**src/rtl/acq_readout_seq.sv**
```systemverilog
// Readout sequencer for a show-ahead ADC FIFO. Each trigger reads SKIP+POINTS words.
// It counts measurements within a frame, and flags overrun and FIFO starvation.
module acq_readout_seq #(
  parameter int POINTS   = 10,
  parameter int SKIP     = 5,
  parameter int MEASURES = 100,
  parameter int TIMEOUT  = 1024
) (
  input  logic        clk,
  input  logic        rst,
  input  logic        trigger,
  input  logic        fifo_empty,
  input  logic        clr_err,
  output logic        rdreq,
  output logic [10:0] cnt_point,
  output logic [16:0] cnt_measure,
  output logic        busy,
  output logic        frame_done,
  output logic        overrun,
  output logic        timeout
);

  localparam int TOTAL   = SKIP + POINTS;
  localparam int STALL_W = $clog2(TIMEOUT + 1);

  localparam logic [10:0]        LAST_POINT   = 11'(TOTAL - 1);
  localparam logic [16:0]        LAST_MEASURE = 17'(MEASURES - 1);
  localparam logic [STALL_W-1:0] LAST_STALL   = STALL_W'(TIMEOUT - 1);

  typedef enum logic {IDLE, READ} state_t;

  state_t             state;
  logic [STALL_W-1:0] stall_cnt;

  // Show-ahead FIFO: q is already valid, so the strobe can be combinational
  assign rdreq = (state == READ) && !fifo_empty;

  always_ff @(posedge clk or posedge rst) begin
    if (rst) begin
      state       <= IDLE;
      cnt_point   <= '0;
      cnt_measure <= '0;
      stall_cnt   <= '0;
      busy        <= 1'b0;
      frame_done  <= 1'b0;
      overrun     <= 1'b0;
      timeout     <= 1'b0;
    end else begin
      frame_done <= 1'b0;
      // Clear first so that a coincident set below takes priority
      if (clr_err) begin
        overrun <= 1'b0;
        timeout <= 1'b0;
      end
      case (state)
        IDLE: begin
          stall_cnt <= '0;
          if (trigger) begin
            state <= READ;
            busy  <= 1'b1;
          end
        end
        READ: begin
          if (trigger) overrun <= 1'b1;
          if (!fifo_empty) begin
            stall_cnt <= '0;
            if (cnt_point == LAST_POINT) begin
              cnt_point <= '0;
              state     <= IDLE;
              busy      <= 1'b0;
              if (cnt_measure == LAST_MEASURE) begin
                cnt_measure <= '0;
                frame_done  <= 1'b1;
              end else begin
                cnt_measure <= cnt_measure + 17'd1;
              end
            end else begin
              cnt_point <= cnt_point + 11'd1;
            end
          end else if (stall_cnt == LAST_STALL) begin
            // Starved too long: abandon this measurement, keep the frame position
            stall_cnt <= '0;
            cnt_point <= '0;
            state     <= IDLE;
            busy      <= 1'b0;
            timeout   <= 1'b1;
          end else begin
            stall_cnt <= stall_cnt + 1'b1;
          end
        end
        default: state <= IDLE;
      endcase
    end
  end

endmodule

```
**config.mk**
```make
export PLATFORM = sky130hd
export DESIGN_NAME = acq_readout_seq
export DESIGN_NICKNAME = d
export VERILOG_FILES = /design/src/rtl/acq_readout_seq.sv
export SDC_FILE = /design/constraint.sdc
export NUM_CORES = 1
export LEC_CHECK = 0
export CAP_MARGIN = 25
export CORE_ASPECT_RATIO = 0.8
export CORE_MARGIN = 8
export CORE_UTILIZATION = 62
export CTS_CLUSTER_SIZE = 8
export DETAILED_ROUTE_END_ITERATION = 12
export DONT_BUFFER_PORTS = 1
export MAX_ROUTING_LAYER = met4
export PLACE_DENSITY = 0.76
export SYNTH_ARGS = -nofsm -noshare
export SYNTH_HDL_FRONTEND = slang
export SYNTH_SLANG_ARGS = --single-unit
```
**constraint.sdc**
```tcl
create_clock -name clk -period 2.5 [get_ports clk]
set_clock_uncertainty 0.2 [all_clocks]
set_input_delay 0.25 -clock clk [delete_from_list [all_inputs] [get_ports clk]]
set_output_delay 0.25 -clock clk [all_outputs]
set_load 0.01 [all_outputs]
```
# After elaboration in Yosys (flattened, before gate mapping)
# Cells that the tools add are included.
# Widths: inputs -> output; s select.
# op_classes
n_eq_ne	7
reduce_logical	5
n_addsub	3
n_bitwise	2
muxes	28
# op_table
op	n
$mux 11	5
$add 11x1->11 const B	2
$pmux 11 s2	1
$mux 1	19
$add 17x1->17 const B	1
$eq 17x7->1 const B	1
$mux 17	1
$eq 11x10->1 const B	1
$eq 11x4->1 const B	1
$ne 3x2->1 const B	2
$reduce_and 3->1	2
$pmux 1 s2	2
$ne 2x1->1 const B	1
$ne 2x2->1 const B	1
$not 1->1	2
$reduce_and 2->1	1
$logic_and 1x1->1	1
$logic_not 1->1	1
# word_totals
reg_bits	44
word_cells	53
out_inout_bits	33
input_bits	5

# Depth between registers and ports, before layout
# depth
ltp_word	5
mapped_depth	7
mapped_depth_nobuf	6

# Worst setup path after synthesis
# No wires, ideal clock.
# synth_timing
path_type	reg2reg
start	register stall_cnt[0]
end	register cnt_point[10]
path_stages_with_launch	6
period_less_slack_ns	1.963
t_required_ns	2.223
arrival_time_ns	1.686
path_buffers	0
setup_ns	0.077
setup_slack_ns	0.537
cell_sequence	dfrtp_1 -> ha_1 -> nand4_1 -> o31a_1 -> or4_1 -> a21oi_1
# synth_between
elab_chain_len	3
# synth_lines
item	line_no	rtl
start, declared	33	logic [STALL_W-1:0] stall_cnt;
start signal, assigned	88	stall_cnt <= stall_cnt + 1'b1;
$eq 11x10->1	80	end else if (stall_cnt == LAST_STALL) begin
$ne 2x1->1 (no line)	-	
$reduce_and 2->1 (no line)	-	
end signal, assigned	78	cnt_point <= cnt_point + 11'd1;
end, declared	15	output logic [10:0] cnt_point,
# No other way between the ends.
# A chain may end at the register's enable or synchronous reset.

# Worst setup path in the final report
# Ends and elaborated chain as after synthesis.

==> summary.txt <==
Placement
  • PortBufs: 0
  • Dpl hpwl: 3302 µm
  • Gpl congestion: 0.8470
  • Placement Cell Area: 2282 µm²

Synth
  • Asr flop ratio synth: 100.0%
  • Yosys cell types: 45
  • Yosys top cell by area: dfrtp_1
  • Post-synth EDFFs: 0
  • Synth top area cells: dfrtp_1 (49%), xnor2_1 (3.5%), xor2_1 (3.5%), nand3_1 (3.4%), nor2_1 (2.9%)
  • Cell count after synthesis: 223
  • Top cells by count, synth: dfrtp_1 (44), nor2_1 (17), nand2_1 (16)
  • Register area share after synthesis: 49.41%
  • Top-area cell type share of the netlist area: 49.41%
  • Synthesized flop and latch total: 44
  • Ys flop type: dfrtp_1
  • Mapped cell area: 2228 µm²
  • Syn Nets: 232
  • YS warnings: 0
  • Syn_area_per_cell: 9.993 µm²
  • Count leader, synth: dfrtp_1

Status
  • Status: finished clean

Die
  • Initial core utilization: 64.65%
  • Die X: 83.03 µm
  • Vert. Die Dim: 69.62 µm
  • Die area: 5780 µm²
  • Number of I/O pins: 38
  • Core area: 3447 µm²
  • Std cell rows: 19

Clocking
  • CTS Sinks: 44
  • Num CTS Buffers: 5
  • Clock slew at reported path FFs: 80 ps
  • Worst-Skew Late Latency: 300 ps
  • CTS resizes: 0
  • Clock Tree Root: clkbuf_8
  • CTS tree: done
  • Post-CTS Repair Setup Buffers: 0
  • # H-tree levels: 2
  • Deepest clock path buffer count: 2

STA
  • RSZ-0062 raised after global routing: no
  • Max-slew headroom: 41.62%
  • Worst Max-Slew Pin Slew: 870.3 ps
  • Period minus WS final: 2233 ps
  • Setup TNS: 0 ps
  • Max Slew Vio Count: 0
  • Final Hold Vio Count: 0
  • FMAX: 0.4478 GHz
  • Fraction of the cycle the final worst path needs: 89.32%
  • Final setup fails: 0

Detailed routing
  • 1st-pass router iterations: 4
  • Via count: 1733
  • Post-Route WL: 4647 µm
  • DR vias/cell: 6.279
  • Drt drc: 0
  • Iteration-0 DRC Markers: 148
  • ANT nets after route: 0
  • WL per Instance: 16.84 µm

Cells and area
  • Final net count: 243
  • Fillers: 286
  • Share of cells above drive strength 1: 9.402%
  • Footprint of the multi-input gates: 1042 µm²
  • Final core occ: 70.02%
  • Design area: 2414 µm²
  • Register Area: 1101 µm²
  • Area grow syn2layout: 8.310%
  • Antenna diode count: 0

Global routing
  • Initial antenna violation count: 0
  • First-pass GRT wire length: 8045 µm
  • Largest net degree at the start of global routing: 26
  • GRT Overall Usage: 16.87%
  • Vias in the first global route: 1625
  • GRT Residual Overflow: 0

Setup path
  • Crit path DAT: 2260 ps
  • Crit Path Category: reg2reg
  • CP required: 2530 ps
  • Crit Path Max Fanout: 15
  • Crit start category: flop
  • Crit. End Element: flop

Job
  • Max capacitance violation total: 0

Power
  • Maximum vdd drop: 453.6 µV
  • P per Cell Area: 579.3 nW/µm²
  • Leakage: 1.033 nW

Min path
  • Hold WC Path Type: in2reg
-- sequential cells by signal (all words and copies together) (netlist names) --
| name | count |
|---|---|
| timeout | 1 |
| state | 1 |
| cnt_measure | 17 |
| busy | 1 |
| overrun | 1 |
| cnt_point | 11 |
| stall_cnt | 11 |
| frame_done | 1 |
-- metal layers --
metal,part of all wire [%],up-vias,GRT usage (%)
li1,-,828,-
met1,47,848,21.45
met2,46,50,24.91
met3,5.4,7,4.812
met4,1.2,0,6.031
met5,0,-,-
-- worst paths after layout --
check                             start             to  slack, ps  cells past startpoint
hold / removal               fifo_empty   cnt_point[4]         40                      3
min in group asynchronous           rst   stall_cnt[4]        270                      2
max in group asynchronous           rst     frame_done       1240                      3
setup / recovery           stall_cnt[0]  cnt_point[10]        270                      5
setup reg to reg           stall_cnt[0]  cnt_point[10]        270                      5
hold reg to reg            stall_cnt[0]   stall_cnt[0]        300                      1
-- cell usage in the layout, fill, tap and decap left out, types with 2 or more instances in the layout --
cell type / count
clkbuf_8: 5
nand2_1: 16
nand4_1: 10
or3_1: 5
and3_1: 2
a31oi_1: 5
nor2_1: 17
inv_1: 14
buf_4: 4
or4_1: 3
and2_1: 2
o31ai_1: 4
xnor2_1: 9
dfrtp_1: 44
nor4b_4: 2
o21ai_0: 10
nor4b_1: 4
a21o_2: 2
ha_1: 4
a22o_1: 2
dlygate4sd3_1: 5
nand3_1: 15
nor4_1: 6
nor3_1: 4
a21oi_1: 10
xor2_1: 9
-- through the flow --
step	hold slack (ps)	total power, mW	std cells	worst slack [ps]
6_report	35.28	1.398	276	267.0
5_1_grt	74.01	1.465	276	99.47
4_1_cts	15.90	1.414	276	271.7
3_5_place_dp	43.26	0.9886	264	272.7
3_3_place_gp	23.81	0.9784	264	338.2
2_1_floorplan	146.4	0.9356	223	536.9
-- critical path, stage by stage, from the launching register on --
cell,delay (ps)
dfrtp_1,400
ha_1,220
nand4_1,160
o31a_1,490
or4_1,550
a21oi_1,140
-- layout make-up --
type / count / share of cell area, %
clock buffers: 5 / 2.851
clock inverters: 2 / 0.5184
inverters: 15 / 2.333
multi-input cells: 159 / 43.18
flip-flops and latches: 44 / 45.62
well taps: 42 / 2.177
repair buffers: 9 / 3.318
-- logic make-up after synthesis --
logic type	after synthesis	share of synthesized area [%]
adders and majority gates	4	2.246
DFF	44	49.41
AOI/OAI and AO/OA	41	11.85
muxes	2	0.9545
and+or+nand+nor	94	24.65
xor gates and xnor gates	18	7.075
buffers and inverters	20	3.818
-- power by group --
group,switching (mW),internal (mW),leakage (nW),total (mW)
Sequential,0.0713,0.748,0.573,0.820
Combinational,0.0951,0.0630,0.420,0.158
Clock,0.231,0.189,0.0400,0.420
Total,0.398,1.00,1.03,1.40
-- timing repair --
item                                    4_1_cts  5_1_grt
endpoints found under the hold margin        29        0
endpoints found under the setup margin        0        0
hold buffers                                  5        0
No activity file was read; power rests on OpenSTA's default activity.
